==> config.mk <==
export PLATFORM = sky130hd
export DESIGN_NAME = mm2im_scheduler
export DESIGN_NICKNAME = d
export VERILOG_FILES = /design/src/rtl/mm2im_pkg.sv /design/src/rtl/mm2im_tile_counter.sv /design/src/rtl/mm2im_scheduler.sv
export SDC_FILE = /design/constraint.sdc
export NUM_CORES = 1
export LEC_CHECK = 0
export CAP_MARGIN = 20
export CORE_UTILIZATION = 53
export CTS_BUF_LIST = sky130_fd_sc_hd__clkbuf_16
export DETAILED_ROUTE_END_ITERATION = 10
export GPL_TIMING_DRIVEN = 0
export PLACE_DENSITY = 0.84
export SLEW_MARGIN = 20
export SYNTH_ARGS = -nofsm -noshare
export SYNTH_HDL_FRONTEND = slang
export SYNTH_SLANG_ARGS = --single-unit
==> constraint.sdc <==
create_clock -name clk -period 3.7 [get_ports clk]
set_clock_uncertainty 0.05 [all_clocks]
set_input_delay 0.74 -clock clk [delete_from_list [all_inputs] [get_ports clk]]
set_output_delay 0.74 -clock clk [all_outputs]
set_load 0.1 [all_outputs]
==> src/rtl/mm2im_pkg.sv <==
// rtl/mm2im_pkg.sv - shared MM2IM layer geometry, timing constants and scheduler states
package mm2im_pkg;

  localparam int NUM_LAYERS     = 4;
  localparam int JOBS_PER_LAYER = 1024;
  localparam int IDX_W          = $clog2(JOBS_PER_LAYER);
  localparam int MAP_LATENCY    = 3;
  localparam int MAP_TIMEOUT    = 7;

  // Row/tile tables are shared with the mapper's tile_max values; R*T is constant.
  localparam int LAYER_ROWS  [NUM_LAYERS] = '{32, 64, 128, 256};
  localparam int LAYER_TILES [NUM_LAYERS] = '{32, 16, 8, 4};

  typedef enum logic [2:0] {
    ST_IDLE,
    ST_ISSUE,
    ST_WAIT,
    ST_HANDOFF,
    ST_FINISH
  } state_t;

  function automatic int rows_for_tiles(input int tiles);
    int rows;
    rows = 0;
    for (int i = 0; i < NUM_LAYERS; i++) begin
      if (LAYER_TILES[i] == tiles) rows = LAYER_ROWS[i];
    end
    return rows;
  endfunction

endpackage

==> src/rtl/mm2im_tile_counter.sv <==
// rtl/mm2im_tile_counter.sv - row-outer / tile-inner job counter for one layer
module mm2im_tile_counter
  import mm2im_pkg::*;
#(
  parameter int ROW_W  = 9,
  parameter int TILE_W = 6
) (
  input  logic              clk,
  input  logic              rst_n,
  input  logic              clear,
  input  logic              advance,
  input  logic [TILE_W-1:0] tiles,
  output logic [ROW_W-1:0]  row,
  output logic [TILE_W-1:0] tile,
  output logic              last
);

  logic tile_last;
  logic row_last;

  assign tile_last = (tile == tiles - TILE_W'(1));
  assign row_last  = (row == ROW_W'(rows_for_tiles(int'(tiles)) - 1));
  assign last      = tile_last && row_last;

  always_ff @(posedge clk) begin
    if (!rst_n) begin
      row  <= '0;
      tile <= '0;
    end else if (clear) begin
      row  <= '0;
      tile <= '0;
    end else if (advance) begin
      if (tile_last) begin
        tile <= '0;
        row  <= row + ROW_W'(1);
      end else begin
        tile <= tile + TILE_W'(1);
      end
    end
  end

endmodule

==> src/rtl/mm2im_scheduler.sv <==
// rtl/mm2im_scheduler.sv - walks a layer's (row, tile) jobs through the MM2IM mapper
module mm2im_scheduler
  import mm2im_pkg::*;
#(
  parameter int ROW_W  = 9,
  parameter int TILE_W = 6
) (
  input  logic              clk,
  input  logic              rst_n,
  input  logic              cfg_start,
  input  logic [1:0]        cfg_layer_id,
  input  logic              abort,
  output logic              busy,
  output logic              layer_done,
  output logic              err_timeout,
  output logic              map_start,
  output logic [ROW_W-1:0]  map_row_id,
  output logic [TILE_W-1:0] map_tile_id,
  output logic [1:0]        map_layer_id,
  input  logic              map_done,
  output logic              job_valid,
  input  logic              job_ready,
  output logic              job_last,
  output logic [IDX_W-1:0]  job_idx
);

  state_t            state, state_nxt;
  logic [2:0]        wait_cnt;
  logic [1:0]        layer_q;
  logic [IDX_W-1:0]  idx_q;
  logic              err_q;
  logic              start_acc, accept, timeout, advance, ctr_last;
  logic [TILE_W-1:0] tiles;

  assign tiles     = TILE_W'(LAYER_TILES[layer_q]);
  assign start_acc = (state == ST_IDLE) && cfg_start;
  assign accept    = (state == ST_HANDOFF) && job_ready && !abort;
  assign timeout   = (state == ST_WAIT) && !map_done && !abort &&
                     (wait_cnt == 3'(MAP_TIMEOUT));
  assign advance   = accept && !ctr_last;

  mm2im_tile_counter #(.ROW_W(ROW_W), .TILE_W(TILE_W)) u_tile_counter (
    .clk     (clk),
    .rst_n   (rst_n),
    .clear   (start_acc),
    .advance (advance),
    .tiles   (tiles),
    .row     (map_row_id),
    .tile    (map_tile_id),
    .last    (ctr_last)
  );

  always_comb begin
    state_nxt  = state;
    busy       = (state != ST_IDLE);
    map_start  = 1'b0;
    job_valid  = 1'b0;
    job_last   = 1'b0;
    layer_done = 1'b0;
    case (state)
      ST_IDLE:    if (cfg_start) state_nxt = ST_ISSUE;
      ST_ISSUE: begin
        map_start = 1'b1;
        state_nxt = ST_WAIT;
      end
      ST_WAIT: begin
        if (map_done)     state_nxt = ST_HANDOFF;
        else if (timeout) state_nxt = ST_IDLE;
      end
      ST_HANDOFF: begin
        job_valid = 1'b1;
        job_last  = ctr_last;
        if (job_ready) state_nxt = ctr_last ? ST_FINISH : ST_ISSUE;
      end
      ST_FINISH: begin
        layer_done = 1'b1;
        state_nxt  = ST_IDLE;
      end
      default:    state_nxt = ST_IDLE;
    endcase
    // Cancel wins over done, acceptance and timeout alike.
    if (abort && state != ST_IDLE) state_nxt = ST_IDLE;
  end

  always_ff @(posedge clk) begin
    if (!rst_n) begin
      state    <= ST_IDLE;
      wait_cnt <= '0;
      layer_q  <= '0;
      idx_q    <= '0;
      err_q    <= 1'b0;
    end else begin
      state    <= state_nxt;
      wait_cnt <= (state == ST_WAIT) ? wait_cnt + 3'd1 : 3'd0;
      if (start_acc) begin
        layer_q <= cfg_layer_id;
        idx_q   <= '0;
        err_q   <= 1'b0;
      end else begin
        if (timeout) err_q <= 1'b1;
        if (advance) idx_q <= idx_q + IDX_W'(1);
      end
    end
  end

  assign map_layer_id = layer_q;
  assign job_idx      = idx_q;
  assign err_timeout  = err_q;

endmodule
# Word-level counts from Yosys, hierarchy flattened
# Cells that the tools add are included.
dict set report totals {
  register_bits 34
  input_bits 8
  word_cells 67
  output_inout_bits 33
}
dict set report op_classes {
  reduce_logical 19
  addsub 6
  mux 18
  n_lt_le_gt_ge 1
  bitwise 2
  eq_ne 14
}
# op count
set ops {}
lappend ops {{$bmux 32 s2} 1}
lappend ops {{$mux 6} 4}
lappend ops {{$mux 3} 5}
lappend ops {{$eq 6x6->1 const A} 2}
lappend ops {{$pmux 3 s4} 1}
lappend ops {{$add 10x1->10 const B} 1}
lappend ops {{$add 9x1->9 const B} 1}
lappend ops {{$eq 9x9->1} 1}
lappend ops {{$logic_and 1x1->1} 9}
lappend ops {{$mux 9} 1}
lappend ops {{$sub 9x1->9 const B} 1}
lappend ops {{$mux 8} 1}
lappend ops {{$mux 7} 1}
lappend ops {{$add 6x1->6 const B} 1}
lappend ops {{$eq 3x2->1 const B} 2}
lappend ops {{$eq 3x3->1 const B} 2}
lappend ops {{$eq 4x6->1 const A} 1}
lappend ops {{$eq 5x6->1 const A} 1}
lappend ops {{$eq 6x6->1} 1}
lappend ops {{$sub 6x1->6 const B} 1}
lappend ops {{$mux 1} 4}
lappend ops {{$ne 2x2->1 const B} 2}
lappend ops {{$reduce_and 2->1} 2}
lappend ops {{$reduce_or 2->1} 2}
lappend ops {{other kinds (10)} 12}

# Depth between registers and ports, before layout
# Gate-level depths: netlist (run 1).
dict set report logic_depth {
  word_depth 15
  depth_mapped 8
  ltp_nobuf 8
}

# Modules after synthesis
# Synthesis (run 1) repeated with hierarchy kept, for this count alone.
dict set report hier_totals {
  cells_unflattened 253
  hier_area_um2 2125.8
}
# mod area_per_inst_um2 instances cells_each
set modules_own_cells {}
lappend modules_own_cells {mm2im_tile_counter 1129.8 1 141}
lappend modules_own_cells {mm2im_scheduler 996.0 1 112}

# Worst setup path before layout (run 1)
# No wires, ideal clock.
dict set report synth_path {
  path_type {reg-to-output}
  startpoint {register u_tile_counter.tile[0]}
  endpoint {output port job_last}
  slack_ns -0.890
  arrival_ns 3.800
  stages_incl_launch_ff 7
  required_time_ns 2.910
  n_path_buf 0
  path_cell_list {dfxtp_1 ha_1 inv_1 or3_4 a2111oi_2 nand2_1 nor2_1}
}
dict set report synth_via {
  elab_chain_len 3
}
# item line_no
set synth_rtl {}
lappend synth_rtl {{start: declaration} mm2im_tile_counter.sv:14} ;# output logic [TILE_W-1:0] tile,
lappend synth_rtl {{start signal: assignment} mm2im_tile_counter.sv:37} ;# tile <= tile + TILE_W'(1);
lappend synth_rtl {{$eq 6x6->1} mm2im_tile_counter.sv:21} ;# assign tile_last = (tile == tiles - TILE_W'(1));
lappend synth_rtl {{$logic_and 1x1->1} mm2im_tile_counter.sv:23} ;# assign last = tile_last && row_last;
lappend synth_rtl {{$mux 1} mm2im_scheduler.sv:60} ;# case (state)
lappend synth_rtl {{end: declaration} mm2im_scheduler.sv:23} ;# output logic job_last,
# Every way passes these cells.

# Worst setup path after layout (run 1)
dict set report layout_path {
  startpoint {register u_tile_counter.row[0]}
  endpoint {output port job_last}
}
dict set report layout_via {
  elab_chain_len 3
}
# item line_no
set layout_rtl {}
lappend layout_rtl {{start: declaration} mm2im_tile_counter.sv:13} ;# output logic [ROW_W-1:0] row,
lappend layout_rtl {{start signal: assignment} mm2im_tile_counter.sv:35} ;# row <= row + ROW_W'(1);
lappend layout_rtl {{$eq 9x9->1} mm2im_tile_counter.sv:22} ;# assign row_last = (row == ROW_W'(rows_for_tiles(int'(tiles)) - 1));
lappend layout_rtl {{$logic_and 1x1->1} mm2im_tile_counter.sv:23}
lappend layout_rtl {{$mux 1} mm2im_scheduler.sv:60}
# Every way passes these cells.

==> key figures, run 1 <==
Layout
  • Most common cell after layout, fill and taps aside: clkdlybuf4s50_1
  • Number of nets in the layout: 267
  • Most frequent cells in the layout: clkdlybuf4s50_1 (39), dfxtp_1 (30), nor2_1 (23)
  • Final core utilization: 0.782
  • Fraction of layout cells with a size suffix above 1: 0.106
  • ANT cells: 0
  • P&R area growth vs syn: 38.5%
  • Finished Cell Area: 2410 um2

Synthesis
  • Mapped cell area: 1740 um2
  • Sequential area share after synthesis: 0.392
  • Gate Count Post-Synth: 207
  • Syn_nets: 220
  • Synth Flop Type: dfxtp_1
  • Post-synthesis async set-or-reset flop share: 0
  • Syn. warnings: 0
  • Count of cell types in the netlist: 41
  • Register bit count reported by yosys: 34
  • Number of flops mapped to enable cells by yosys: 0
  • Average size of a mapped cell: 8.39 um2

Clock network
  • Clock tree buffer depth: 2
  • CTS hold repair buffers: 0
  • CTS tree: yes
  • H-Tree Depth: 2
  • Root buffer cell: clkbuf_16
  • Clock buffer count from CTS: 5
  • Clock Pin Slew Worst Setup and Hold Paths: 0.06 ns
  • CTS sink cnt: 34
  • Clock latency on the worst-skew pair: 0.28 ns

Pwr
  • P per Cell Area: 529 nW/um2
  • Peak supply drop: 0.618 mV
  • Total Power: 0.00127 W
  • Lkg Pwr: 0.838 nW

Place
  • Routability congestion estimate: 0.782
  • HPWL after DPL: 2760 um
  • Worst slack, placed: -0.448 ns
  • Post-DP Area: 2200 um2
  • PortBufs: 40

Setup path
  • CP Class: flop to output port
  • Register-to-Register Setup Slack: 1.11 ns
  • Critical path's top delay family: buffers and inverters
  • Critical path launch point type: flop
  • Maximum fanout along the worst path: 10
  • Worst R2R Path Depth: 8
  • Critical Path Sink Type: output port
  • Critical path cell sequence: ha_1 -> nand4_1 -> a311oi_1 -> o21a_1 -> clkbuf_1 -> nand2_1 -> nor2_4 -> buf_2
  • Crit path buf inv count: 2
  • Slowest-stage cell, CP: buf_2
  • CP arrival: 2.71 ns
  • Data required, critical path: 2.91 ns
  • Worst reg2reg path startpoint: u_tile_counter.tile[0]
  • Worst r2r dst: u_tile_counter.row[7]
  • Slowest Stage Delay on Critical Path: 0.43 ns

Floorplanning
  • Die Area: 3510 um2
  • Starting Density: 0.564
  • Site row count: 20
  • Die Wd: 59.2 um
  • # IOs: 41
  • Core Area: 3080 um2
  • Die extent in y: 59.2 um

Timing
  • Slew headroom: 0.349
  • Hold Vio Cnt, Final: 0
  • Fmax: 0.285 GHz
  • RSZ-0062 raised after global routing: no
  • Worst-margin pin slew: 0.974 ns
  • Final min period: 3.50 ns
  • Final Cycle Share: 0.947
  • Final Slew Violations: 0
  • Setup ws final: 0.197 ns
  • Final setup fails: 0
  • Fin Setup TNS: 0 ns

Flow run
  • Max-cap violation count: 0

Global routing
  • Overflow after GRT: 0
  • GRT Resource Usage Total: 0.253
  • M1 GR Usage: 0.325
  • Met3 usage: 0.0655
  • Vias in the first global route: 1425
  • Busiest grt layer: met2
  • First-pass GRT wire length: 6540 um
  • Largest net degree at the start of global routing: 13
  • Antenna violations before repair: 0
  • Met2 Resource Use GR: 0.398

Routing
  • Initial DRT Pass Iterations: 4
  • Vias after detailed routing: 1669
  • Vias per cell: 5.58
  • DRC viols: 0
  • Post-Route WL: 3970 um
  • Wire per inst: 13.3 um
  • Initial drt markers: 84
  • Remaining antenna violation count: 0

Hold path
  • Worst Hold Class: flop to flop
  • Worst Hold End: wait_cnt[0]
  • Worst Hold Depth: 1
  • Hold path startpoint: wait_cnt[0]

Run status
  • Status: completed
-- kinds of logic after synthesis --
group,share of synthesized area
adders and majority gates,0.0360
buffers and inverters,0.0540
DFF,0.392
xor gates and xnor gates,0.0656
muxes,0.0231
and+or+nand+nor,0.262
AOI/OAI and AO/OA,0.167
-- Yosys cell counts (2+ instances only) --
cell,n,area (um2)
dfxtp_1,34,681
nor2_1,24,90.1
nand2_1,21,78.8
a21oi_1,16,80.1
xnor2_1,12,105
inv_1,11,41.3
nand3_1,7,35.0
nand4_1,6,37.5
a31o_2,5,43.8
and3_1,5,31.3
clkbuf_1,5,18.8
ha_1,5,62.6
o21ai_0,5,25.0
or3_1,5,31.3
mux2i_1,4,40.0
nor3b_1,4,30.0
nor4_1,4,25.0
a2111oi_0,3,26.3
a211oi_1,3,22.5
a21boi_0,2,15.0
buf_6,2,22.5
nand3b_1,2,15.0
nor2b_1,2,12.5
nor3_1,2,10.0
or3_4,2,22.5
-- where the power goes --
part	switching [W]	internal (W)	leakage, nW
clock network	0.000160	0.000387	0.0940
logic	0.000243	0.0000811	0.468
registers	0.0000186	0.000383	0.276
-- registers in the layout, indices dropped and copies added (netlist names) --
name                 cells
err_timeout              1
job_idx                 10
map_layer_id             2
state                    3
u_tile_counter.row       9
u_tile_counter.tile      6
wait_cnt                 3
-- cell type report --
type | count | area, um2
Sequential cell | 34 | 686
Timing Repair Buffer | 40 | 395
Inverter | 11 | 41.3
Clock inverter | 3 | 68.8
Multi-Input combinational cell | 153 | 982
Buffer | 9 | 52.6
Clock buffer | 5 | 125
Fill cell | 212 | 672
Tap cell | 44 | 55.1
-- worst max path at each step --
stage / startpoint / endpoint / cells after the start
after floorplan: u_tile_counter.row[0] / job_last / 7
after global placement: u_tile_counter.tile[0] / job_last / 7
after detailed placement: u_tile_counter.tile[0] / job_last / 7
after CTS: u_tile_counter.row[0] / job_last / 8
after global routing: u_tile_counter.row[5] / job_last / 8
final: u_tile_counter.row[0] / job_last / 8
-- metal layers --
metal,vias to the layer above,share of wire
met5,-,0
met4,0,0.016
met3,5,0.057
met2,58,0.46
met1,773,0.46
li1,833,-
-- metrics by stage --
step | std cells | hold slack [ns]
6_report | 299 | 0.384
5_1_grt | 299 | 0.409
4_1_cts | 299 | 0.383
3_5_place_dp | 291 | 0.362
3_3_place_gp | 291 | 0.357
2_1_floorplan | 207 | 0.346
-- timing repair --
| action | CTS | global route |
|---|---|---|
| setup endpoints to repair | 1 | 1 |
| buffers inserted | 0 | 0 |
| pin swaps | 0 | 0 |
| gates resized for setup | 4 | 2 |
(Power assumes the default switching activity.)
==> run 2: changes to the inputs <==
- CORE_UTILIZATION: 53 -> 49
- PLACE_DENSITY: 0.84 -> 0.79
- clock period: 3.7 -> 3.25 ns (I/O delays scaled with it)
==> run 2 against run 1 <==
- core utilization shrank 7.0 points
- global-route usage shrank 2.4 points
- final area shrank 0.52%
- largest power group unchanged
==> key figures, run 2 (same netlist as run 1, synthesis figures left out) <==
Layout
  • Finished Layout Cells: 299
  • ANT cells: 0
  • Most common cell after layout, fill and taps aside: clkdlybuf4s50_1
  • Number of nets in the layout: 266
  • Finished Cell Area: 2390 um2
  • Most frequent cells in the layout: clkdlybuf4s50_1 (39), dfxtp_1 (26), nor2_1 (23)
  • Max reg flops: 10
  • Fraction of layout cells with a size suffix above 1: 0.126
  • P&R area growth vs syn: 37.8%
  • Fill cells: 289

Hold path
  • Worst Hold Class: flop to flop

Floorplanning
  • Core Area: 3360 um2
  • Site row count: 21
  • Starting Density: 0.516
  • Die Area: 3790 um2
  • Die Wd: 61.5 um
  • Die extent in y: 61.5 um
  • # IOs: 41

Place
  • Placed cell count: 293
  • Worst slack, placed: -0.756 ns
  • PortBufs: 40
  • Routability congestion estimate: 0.778
  • Post-DP Area: 2230 um2
  • HPWL after DPL: 2760 um

Clock network
  • Clock latency on the worst-skew pair: 0.28 ns
  • CTS sink cnt: 34
  • H-Tree Depth: 2
  • Root buffer cell: clkbuf_16
  • Clock buffer count from CTS: 5
  • Clock tree buffer depth: 2
  • Clock Pin Slew Worst Setup and Hold Paths: 0.05 ns
  • Post-CTS Setup Bufs: 0
  • CTS tree: yes

Routing
  • Initial DRT Pass Iterations: 4
  • Post-Route WL: 3740 um
  • Top Layer Used: met4
  • Initial drt markers: 91
  • M1 WL: 1680 um
  • Wire per inst: 12.5 um
  • DRC viols: 0
  • Met3 routed WL: 154 um
  • Vias per cell: 5.39
  • Vias after detailed routing: 1611
  • Met2 Routed Length: 1850 um
  • Remaining antenna violation count: 0

Timing
  • RSZ-0062 raised after global routing: no
  • Slew headroom: 0.331
  • Final setup fails: 0
  • Setup ws final: 0.208 ns
  • Final min period: 3.04 ns
  • Worst-margin pin slew: 1.00 ns
  • Fmax: 0.329 GHz
  • Final Slew Violations: 0
  • Hold Vio Cnt, Final: 0
  • Final Cycle Share: 0.936

Global routing
  • Overflow after GRT: 0
  • First-pass GRT wire length: 6290 um
  • Vias in the first global route: 1403
  • Antenna violations before repair: 0
  • Largest net degree at the start of global routing: 11
  • GRT Resource Usage Total: 0.229

Setup path
  • Slowest Stage Delay on Critical Path: 0.45 ns
  • CP arrival: 2.34 ns
  • Data required, critical path: 2.55 ns
  • Critical path cell sequence: ha_1 -> inv_1 -> or3_4 -> a2111oi_4 -> nand2_1 -> nor2_4 -> buf_4
  • Critical Path Sink Type: output port
  • Critical path launch point type: flop
  • Slowest-stage cell, CP: a2111oi_4
  • Maximum fanout along the worst path: 9
  • CP Class: flop to output port

Pwr
  • P per Cell Area: 558 nW/um2
  • Total Power: 0.00134 W
  • Lkg Pwr: 0.831 nW
  • Peak supply drop: 0.675 mV

Run status
  • Status: completed

Flow run
  • Max-cap violation count: 0
## run 2: cell type report
| class | instances | area [um2] | share of cell area |
|---|---|---|---|
| Buffer | 8 | 48.8 | 0.0204 |
| Tap cell | 46 | 57.6 | 0.0240 |
| Clock inverter | 2 | 33.8 | 0.0141 |
| Timing Repair Buffer | 40 | 398 | 0.166 |
| Inverter | 11 | 41.3 | 0.0173 |
| Multi-Input combinational cell | 153 | 993 | 0.415 |
| Sequential cell | 34 | 696 | 0.291 |
| Clock buffer | 5 | 125 | 0.0523 |
## run 2: worst paths after layout
path                     startpoint               endpoint  slack, ns  depth (start not counted)
min reg2reg             wait_cnt[0]            wait_cnt[0]       0.37                          1
max          u_tile_counter.tile[0]               job_last       0.21                          7
max reg2reg  u_tile_counter.tile[0]  u_tile_counter.row[7]       0.63                          8
min                     wait_cnt[0]            wait_cnt[0]       0.37                          1
## run 2: timing repair
item | in CTS | in global routing
gates resized for setup | 7 | 1
endpoints found under the setup margin | 1 | 1
pin swaps | 0 | 1
hold buffers | 0 | 0
## run 2: through the flow
stage	TNS (ns)	hold WS, ns	util
after detailed placement	-0.756	0.368	0.662
final	0	0.375	0.712
after global routing	0	0.406	0.712
after floorplan	-0.0821	0.346	-
after global placement	-0.724	0.360	0.662
after CTS	0	0.379	0.712
## run 2: power by group
part | internal [W] | switching (W) | total [W]
registers | 0.000435 | 0.0000230 | 0.000458
logic | 0.0000943 | 0.000269 | 0.000363
clock network | 0.000354 | 0.000160 | 0.000514
total | 0.000883 | 0.000452 | 0.00134
## run 2: routing by layer
metal / track usage / vias up
li1: - / 830
met1: 0.284 / 744
met2: 0.378 / 31
met3: 0.0735 / 6
met4: 0.0667 / 0
met5: 0 / -
## run 2: worst max-delay path, delay by kind of cell, from the launching register on
kind | cells | cell delay, ns
and+or+nand+nor | 3 | 0.76
buffers and inverters | 2 | 0.34
adders and majority gates | 1 | 0.14
AOI/OAI and AO/OA | 1 | 0.45
DFF | 1 | 0.37
